--- src/rtl/serial_subtractor_pkg.sv ---
// Shared constants for the bit-serial subtractor: default width and FSM encoding.
package serial_subtractor_pkg;

   localparam int unsigned WIDTH_DEFAULT = 8;

   localparam logic [1:0] ST_IDLE  = 2'd0;
   localparam logic [1:0] ST_SHIFT = 2'd1;
   localparam logic [1:0] ST_DONE  = 2'd2;

endpackage

--- src/rtl/full_subtractor.sv ---
// One-bit full subtractor: diff = a - b - bin, borrow out when a < b + bin.
module full_subtractor (
   input  logic minuend,
   input  logic subtrahend,
   input  logic borrow_in,
   output logic diff,
   output logic borrow_out
);

   assign diff       = minuend ^ subtrahend ^ borrow_in;
   assign borrow_out = (~minuend & subtrahend) | (~(minuend ^ subtrahend) & borrow_in);

endmodule

--- src/rtl/serial_subtractor.sv ---
// Bit-serial subtractor: one full-subtractor cell walks the operands LSB first,
// producing A - B - borrow_in after WIDTH shift cycles.
module serial_subtractor
   import serial_subtractor_pkg::*;
#(
   parameter int unsigned WIDTH = WIDTH_DEFAULT
) (
   input  logic             clk,
   input  logic             rst,
   input  logic             start,
   input  logic [WIDTH-1:0] minuend,
   input  logic [WIDTH-1:0] subtrahend,
   input  logic             borrow_in,
   output logic             busy,
   output logic             done,
   output logic [WIDTH-1:0] diff,
   output logic             borrow_out
);

   localparam int unsigned   CW   = $clog2(WIDTH + 1);
   localparam logic [CW-1:0] LAST = CW'(WIDTH - 1);

   logic [1:0]       state_q, state_d;
   logic [CW-1:0]    cnt_q, cnt_d;
   logic [WIDTH-1:0] a_q, a_d;
   logic [WIDTH-1:0] b_q, b_d;
   logic [WIDTH-1:0] res_q, res_d;
   logic             brw_q, brw_d;
   logic [WIDTH-1:0] diff_q, diff_d;
   logic             bout_q, bout_d;
   logic             busy_q, busy_d;
   logic             done_q, done_d;
   logic             cell_diff;
   logic             cell_bout;

   full_subtractor u_cell (
      .minuend    (a_q[0]),
      .subtrahend (b_q[0]),
      .borrow_in  (brw_q),
      .diff       (cell_diff),
      .borrow_out (cell_bout)
   );

   // Next-state and datapath
   always_comb begin
      state_d = state_q;
      cnt_d   = cnt_q;
      a_d     = a_q;
      b_d     = b_q;
      res_d   = res_q;
      brw_d   = brw_q;
      diff_d  = diff_q;
      bout_d  = bout_q;
      busy_d  = (state_q == ST_SHIFT);
      done_d  = (state_q == ST_DONE);

      case (state_q)
         ST_IDLE: begin
            if (start) begin
               a_d     = minuend;
               b_d     = subtrahend;
               brw_d   = borrow_in;
               cnt_d   = '0;
               state_d = ST_SHIFT;
            end
         end
         ST_SHIFT: begin
            a_d   = a_q >> 1;
            b_d   = b_q >> 1;
            res_d = {cell_diff, res_q[WIDTH-1:1]};
            brw_d = cell_bout;
            cnt_d = cnt_q + CW'(1);
            if (cnt_q == LAST) begin
               state_d = ST_DONE;
            end
         end
         ST_DONE: begin
            // Result register is complete here; publish it alongside the done pulse
            diff_d  = res_q;
            bout_d  = brw_q;
            state_d = ST_IDLE;
         end
         default: begin
            state_d = ST_IDLE;
         end
      endcase
   end

   // State and output registers
   always_ff @(posedge clk) begin
      if (rst) begin
         state_q <= ST_IDLE;
         cnt_q   <= '0;
         a_q     <= '0;
         b_q     <= '0;
         res_q   <= '0;
         brw_q   <= 1'b0;
         diff_q  <= '0;
         bout_q  <= 1'b0;
         busy_q  <= 1'b0;
         done_q  <= 1'b0;
      end else begin
         state_q <= state_d;
         cnt_q   <= cnt_d;
         a_q     <= a_d;
         b_q     <= b_d;
         res_q   <= res_d;
         brw_q   <= brw_d;
         diff_q  <= diff_d;
         bout_q  <= bout_d;
         busy_q  <= busy_d;
         done_q  <= done_d;
      end
   end

   assign busy       = busy_q;
   assign done       = done_q;
   assign diff       = diff_q;
   assign borrow_out = bout_q;

endmodule

--- config.mk ---
export PLATFORM = sky130hd
export DESIGN_NAME = serial_subtractor
export DESIGN_NICKNAME = d
export VERILOG_FILES = /design/src/rtl/serial_subtractor_pkg.sv /design/src/rtl/full_subtractor.sv /design/src/rtl/serial_subtractor.sv
export SDC_FILE = /design/constraint.sdc
export NUM_CORES = 1
export LEC_CHECK = 0
export ABC_AREA = 1
export BUFFER_PORTS_ARGS = -buffer_cell sky130_fd_sc_hd__buf_2
export CAP_MARGIN = 25
export CORE_ASPECT_RATIO = 0.9
export CORE_MARGIN = 2
export CORE_UTILIZATION = 50
export CTS_CLUSTER_SIZE = 40
export DETAILED_ROUTE_END_ITERATION = 10
export PLACE_DENSITY = 0.73
export SLEW_MARGIN = 20
export SYNTH_ARGS = -nofsm -noshare
export SYNTH_HDL_FRONTEND = slang
export SYNTH_SLANG_ARGS = --single-unit
--- constraint.sdc ---
create_clock -name clk -period 3.3 [get_ports clk]
set_input_delay 0.33 -clock clk [delete_from_list [all_inputs] [get_ports clk]]
set_output_delay 0.33 -clock clk [all_outputs]
set_load 0.1 [all_outputs]
# After elaboration in Yosys (flattened, before gate mapping)
# Index checks and enable logic that the tools add are counted.
# totals
output_inout_bits,11
elab_cells,38
register_bits,42
# classes
reduce_logical,4
mux,11
addsub,1
bitwise_logic,7
n_eq_ne,5
# op_table
op,n
$pmux W8 S2,2
$mux W8,2
$pmux W4 S2,1
$add A4 B1 Y4 const B,1
$eq A4 B3 Y1 const B,1
$mux W2,2
$mux W4,1
$pmux W2 S2,1
$reduce_and A2 Y1,2
$and A1 B1 Y1,2
$eq A2 B1 Y1 const B,1
$eq A2 B2 Y1 const B,1
$logic_not A2 Y1,1
$ne A2 B1 Y1 const B,1
$ne A2 B2 Y1 const B,1
$not A1 Y1,2
$pmux W1 S2,1
$reduce_bool A2 Y1,1
$xor A1 B1 Y1,2
$mux W1,1
$or A1 B1 Y1,1

# Logic depth before layout (Yosys ltp)
# Gate-level depths: netlist of the first run.
# depth
depth_word,5
ltp_mapped,7
depth_no_buf,6

# By module
# Synthesis of the first run repeated with hierarchy kept, for this count alone.
# unflattened
cells_unflattened,238
hier_area_um2,1721.7
# modules_own_cells
module,n_inst,area_per_inst_um2,cells_each
serial_subtractor,1,1690.4,234
full_subtractor,1,31.3,4

# Least setup slack after synthesis of the first run
# No wires, ideal clock.
# synth_timing
path_type,reg2reg
startpoint,"register, netlist name borrow_out"
endpoint,"register bout_q, in the netlist borrow_out"
synth_period_minus_slack_ps,1316
t_required_ps,3229
n_path_buf,0
setup_time_ps,71
slack_ps,1984
t_arrival_ps,1245
path_stages_with_launch,3
cell_sequence,dfxtp_1 o21ai_0 a21oi_1
# synth_rtl
element,line_no,source
end signal: assignment,serial_subtractor.sv:110,bout_q <= bout_d;
end: declaration,serial_subtractor.sv:30,"logic bout_q, bout_d;"

# Worst setup path in the final report of the first run
# layout_timing
startpoint,register state_q[1]
endpoint,"register diff_q[6], in the netlist diff[6]"
# layout_via
elab_chain_len,1
# layout_lines
element,line_no,source
start: declaration,serial_subtractor.sv:23,"logic [1:0] state_q, state_d;"
start signal: assignment,serial_subtractor.sv:103,state_q <= state_d;
$eq A2 B2 Y1,serial_subtractor.sv:57,case (state_q)
end signal: assignment,serial_subtractor.sv:109,diff_q <= diff_d;
end: declaration,serial_subtractor.sv:29,"logic [WIDTH-1:0] diff_q, diff_d;"
# No other way between the ends.
# A chain may end at the register's enable or synchronous reset.

==> results of run 1 <==
==> power by group <==
group / internal [mW] / total, mW / switching, mW
clock: 0.145 / 0.302 / 0.156
combinational: 0.0497 / 0.140 / 0.0908
sequential: 0.543 / 0.565 / 0.0220
total: 0.739 / 1.01 / 0.269
==> metrics by stage <==
stage / worst slack, ns / cell area (µm²)
after floorplan: 1.984 / 1704
after global placement: 1.746 / 1848
after detailed placement: 1.728 / 1848
after CTS: 1.778 / 1924
after global routing: 1.624 / 1924
final: 1.794 / 1924
==> logic make-up after synthesis <==
| kind of cell | share of synthesized area [%] |
|---|---|
| AOI/OAI and AO/OA | 12.70 |
| DFF | 49.34 |
| and+or+nand+nor | 29.81 |
| buffers and inverters | 6.241 |
| adders and majority gates | 1.909 |
==> state kept, by name, indices dropped and copies added (netlist names) <==
register and flops:
a_q 8, b_q 8, borrow_out 1, brw_q 1, busy 1, cnt_q 4
diff 8, done 1, res_q 8, state_q 2
==> layer usage <==
layer	part of all wire (%)	routed length, µm
met1	49	1590
met2	44	1431
met3	4.1	133
met4	2.4	76
met5	0	0
==> final cells by class <==
cell class                 instances  area (µm²)  share of cell area [%]
clock buffer                       7       76.32                   3.966
timing repair buffer              31       157.7                   8.192
inverter                          10       37.54                   1.951
multi-input combinational        174       757.0                   39.34
tap                               44       55.05                   2.861
sequential                        42       840.8                   43.69
==> worst min path at each step <==
stage | startpoint | to | slack [ns] | cells past startpoint
2_1_floorplan | rst | a_q[7] | 0.40 | 1
3_3_place_gp | a_q[7] | a_q[7] | 0.46 | 2
3_5_place_dp | a_q[7] | a_q[7] | 0.46 | 2
4_1_cts | rst | a_q[7] | 0.25 | 2
5_1_grt | rst | a_q[7] | 0.25 | 2
6_report | rst | cnt_q[3] | 0.25 | 2
==> layout by cell type (no fill, tap or decap), types with 2 or more instances in the layout <==
cell      netlist  routed
inv_2           5       5
o21ai_0        28      28
nand2_1        55      55
dfxtp_1        42      42
inv_1           5       5
buf_2           7      30
clkbuf_8        0       5
nand3_1         5       5
o21ai_1         7       7
nor2_1         66      66
a21oi_1         5       5
clkbuf_1        3       2
==> impl_metrics.ini, run 1 <==
[status]
status = finished, final reports clean

[timing]
finalSetupViolCount = 0
period_share_pct = 45.62
fin_setup_tns_ns = 0
finClkSkew_ns = 0.001619
slew_headroom_pct = 39.92
final_hold_viol_count = 0
worst_pin_slew_ns = 0.9003
fin_crit_ns = 1.506
max_freq_mhz = 664.2
grt_setup_unrepaired = no
finalMaxSlewViolations = 0
hold_slack_ns = 0.2539

[logic_synthesis]
seq_area_frac_synth_pct = 49.34
syn_nets = 260
yosys_most_used_dff = dfxtp_1
synth_edf_count = 0
synth_cell_types = 20
synth_common_cells = 66 x nor2_1, 55 x nand2_1, 42 x dfxtp_1
yosysMostFrequentCell = nor2_1
synthTopCellsByArea = dfxtp_1 49%, nor2_1 15%, nand2_1 12%
yosysTopAreaCellShare_pct = 49.34
synthArstFlopShare_pct = 0
avgSynthCellArea_um2 = 7.160
syn_inst = 238
ys_seq_elements = 42
syn-cell-area_um2 = 1704
ys_warn_count = 0
yosys.area.top_type = dfxtp_1

[clock_tree]
cts_sinks = 42
cts-root-buf = clkbuf_8
cts_buffers = 5
clockBufferDepth = 2
clk_pin_slew_ns = 0.07
postCtsResizedCells = 0
htree_levels = 2
postCtsHoldBufs = 0
clock_latency_ns = 0.29
tritoncts = yes
postCtsSetupBuffers = 0

[placed_design]
dp_cells = 301
place.gp.congestion = 0.8391
port_buffers = 30
dp_hpwl_mm = 2.066

[global_routing]
antenna_found_initial = 0
busiest_layer = met2
grt_pass1_wl_mm = 5.478
met1_usage_pct = 24.97
grt_pass1_vias = 1287
use_met3_pct = 4.183
met2_usage_pct = 28.43
gr-usage-all-layers_pct = 18.77
grt_max_degree = 39
gr-total-overflow = 0

[setup_path]
critPathLaunchType = register
worstPathArrival_ns = 1.69
r2r-start = state_q[1]
cp-startpoint = state_q[1]
reg2reg_depth = 5
worstSetupPathType = register to register
crit_cells = 5
crit_chain = inv_2 -> nor2_1 -> inv_2 -> nor2_1 -> nor2_1
worst-path-buf-inv = 2
max_stage_delay_ns = 0.51
rr_endpoint = diff[6]
worst_path_max_delay_cell = nor2_1
critPathCaptureType = register
crit_end = diff[6]
worstPathRequired_ns = 3.49
crit_path_max_fanout = 11
worst-r2r-setup-slack_ns = 1.79
crit_top_cell = nor2_1
critPathTopFamily = simple AND/OR/NAND/NOR gates

[die]
die_h_um = 59.39
start_util_pct = 51.20
rows = 20
dieArea_um2 = 3892
core-area_um2 = 3328
dieWidth_um = 65.54
io_pins = 31

[pwr]
finalPower_mw = 1.008
leakage_nw = 0.9365
power.density_nw_per_um2 = 523.6
vdd_ir_drop_max_mv = 0.3137

[route]
routedWlPerCell_um = 10.49
first_pass_iters = 4
drt_iter0_drc = 134
ant_nets = 0
postRouteWirelength_mm = 3.231
route.vias.total = 1472
vias_per_cell = 4.779
drc = 0

[cells_and_area]
fin_nets = 286
diodes = 0
final_util_pct = 57.82
syn_to_final_growth_pct = 12.92
nFillCells = 347
final_cells = 308
drive_above_1_share_pct = 16.67

[hold_path]
min_path_type = input port to register

[flow_run]
maxCapViolations = 0
(Power assumes the default switching activity.)
==> run 2, diff against run 1 <==
--- a/config.mk
+++ b/config.mk
@@ -10,10 +10,10 @@
 export CAP_MARGIN = 25
 export CORE_ASPECT_RATIO = 0.9
 export CORE_MARGIN = 2
-export CORE_UTILIZATION = 50
+export CORE_UTILIZATION = 49
 export CTS_CLUSTER_SIZE = 40
 export DETAILED_ROUTE_END_ITERATION = 10
-export PLACE_DENSITY = 0.73
+export PLACE_DENSITY = 0.74
 export SLEW_MARGIN = 20
 export SYNTH_ARGS = -nofsm -noshare
 export SYNTH_HDL_FRONTEND = slang
==> constraint.sdc (replaced) <==
create_clock -name clk -period 1.3 [get_ports clk]
set_input_delay 0.13 -clock clk [delete_from_list [all_inputs] [get_ports clk]]
set_output_delay 0.13 -clock clk [all_outputs]
set_load 0.1 [all_outputs]
==> run 2 against run 1 <==
Clock power rose to 2.6 times the previous value. Register-to-register slack worse by 1.7 ns. Power rose to 2.6 times the previous value. Via count up 3.5%. Worst hold slack worse by 0.19 ns. Non-clock buffer count up 6. Sequential share of layout area down 1.4 points. Routed wire length up 2.5%. Sequential power rose to 2.5 times the previous value. Sequential cell count unchanged. Design area up 3.4%. Clock skew up 0.0052 ns. Largest cell class unchanged. Largest power group unchanged.
==> impl_metrics.ini, run 2 (synthesis results as in run 1) <==
[status]
status = finished, final reports clean

[cells_and_area]
syn_to_final_growth_pct = 16.81
diodes = 0
multi_input_area_um2 = 762.0
seqCellArea_um2 = 842.1
final_cell_mix = 66 x nor2_1, 55 x nand2_1, 41 x dfxtp_1, 30 x buf_2, 28 x o21ai_0
nFillCells = 332
fin_nets = 292
drive_above_1_share_pct = 19.63
layout_commonest_cell = nor2_1
postLayoutCellArea_um2 = 1991
final_util_pct = 59.37

[clock_tree]
htree_levels = 2
clock_latency_ns = 0.29
clk_pin_slew_ns = 0.08
cts_buffers = 5
postCtsHoldBufs = 0
postCtsSetupBuffers = 0
cts-root-buf = clkbuf_8
clockBufferDepth = 2
cts_sinks = 42
tritoncts = yes

[die]
dieArea_um2 = 3966
dieWidth_um = 66.17
start_util_pct = 50.82
die_h_um = 59.95
io_pins = 31
rows = 20
core-area_um2 = 3353

[setup_path]
worstSetupPathType = register to register
crit_path_max_fanout = 2
critPathTopFamily = adder cells
critPathLaunchType = register
r2r-start = b_q[0]
worstPathArrival_ns = 1.37
critPathCaptureType = register
worstPathRequired_ns = 1.48
worst_path_max_delay_cell = fa_1
worst-path-buf-inv = 1
crit_chain = inv_1 -> fa_1 -> o21ai_0 -> nor2_1
cp-startpoint = b_q[0]
max_stage_delay_ns = 0.46

[timing]
grt_setup_unrepaired = no
period_share_pct = 91.08
max_freq_mhz = 844.6
worst_pin_slew_ns = 0.4905
finClkSkew_ns = 0.006847
slew_headroom_pct = 67.52
fin_crit_ns = 1.184
final_hold_viol_count = 0
fin_setup_tns_ns = 0
finalSetupViolCount = 0
finalMaxSlewViolations = 0

[global_routing]
antenna_found_initial = 0
grt_pass1_wl_mm = 5.554
grt_pass1_vias = 1310
gr-total-overflow = 0
grt_max_degree = 25
gr-usage-all-layers_pct = 18.46

[pwr]
p_int_mw = 1.891
swShare_pct = 27.61
power.switching_mw = 0.7212
vdd_ir_drop_max_mv = 0.6741
pwr-share-comb_pct = 14.8
leakage_nw = 0.9774
power_frac_clock_pct = 30.2
power.density_nw_per_um2 = 1312
pwr-share-seq_pct = 55.0

[route]
vias_per_cell = 4.854
drt_iter0_drc = 64
drc = 0
route.vias.total = 1524
routedWlPerCell_um = 10.54
first_pass_iters = 4
postRouteWirelength_mm = 3.311
ant_nets = 0

[placed_design]
dp_hpwl_mm = 2.211
port_buffers = 30
placed_area_um2 = 1907
place.gp.congestion = 0.7554

[hold_path]
hp-start = subtrahend[7]
min_path_type = input port to register

[flow_run]
maxCapViolations = 0
run 2: cell types whose count changed in the layout (fill, tap and decap cells not counted), sizes merged:
cell    change
clkbuf      -2
clkinv      +2
buf         +6
run 2: worst paths after layout:
kind	to	slack, ns	cells past startpoint
worst min register to register	a_q[7]	0.47	2
worst max register to register	res_q[7]	0.12	4
worst max-delay path	res_q[7]	0.12	4
worst min-delay path	b_q[7]	0.06	3
run 2: worst reg2reg max path, cell delays in order (launching register included):
cell     delay (ns)
dfxtp_1        0.33
inv_1          0.06
fa_1           0.46
o21ai_0        0.18
nor2_1         0.05
run 2: area by class of cell:
class	instances	share of cell area, %
sequential	42	42.30
multi-input combinational	174	38.28
timing repair buffer	37	10.81
clock buffer	5	3.457
tap	44	2.766
inverter	10	1.886
clock inverter	2	0.5028
run 2: per-layer routing:
layer	track usage (%)	vias to the layer above	wire length, µm
met5	0	-	0
met4	6.706	0	35
met3	5.085	4	122
met2	29.57	31	1487
met1	23.97	679	1666
li1	-	810	-
run 2: what timing repair did:
item / 4_1_cts / 5_1_grt
setup endpoints to repair: 0 / 10
gates resized for setup: 0 / 1
hold endpoints to repair: 0 / 0
run 2: power by group through the flow:
stage / Clock [mW] / Combinational (mW) / Sequential [mW]
2_1_floorplan: 0 / 0.276 / 1.47
4_1_cts: 0.804 / 0.387 / 1.44
3_3_place_gp: 0 / 0.382 / 1.46
3_5_place_dp: 0 / 0.385 / 1.46
6_report: 0.789 / 0.386 / 1.44
5_1_grt: 0.870 / 0.442 / 1.45
run 2: metrics by stage:
step | std cells | hold slack [ns] | total power, mW | setup slack, ns
after global placement | 307 | 0.3622 | 1.844 | 0.1493
after detailed placement | 307 | 0.3621 | 1.849 | 0.1013
after floorplan | 238 | 0.1991 | 1.745 | 0.01464
final | 314 | 0.06109 | 2.612 | 0.1160
after CTS | 314 | 0.05813 | 2.626 | 0.09248
after global routing | 314 | 0.07237 | 2.761 | 0.01934
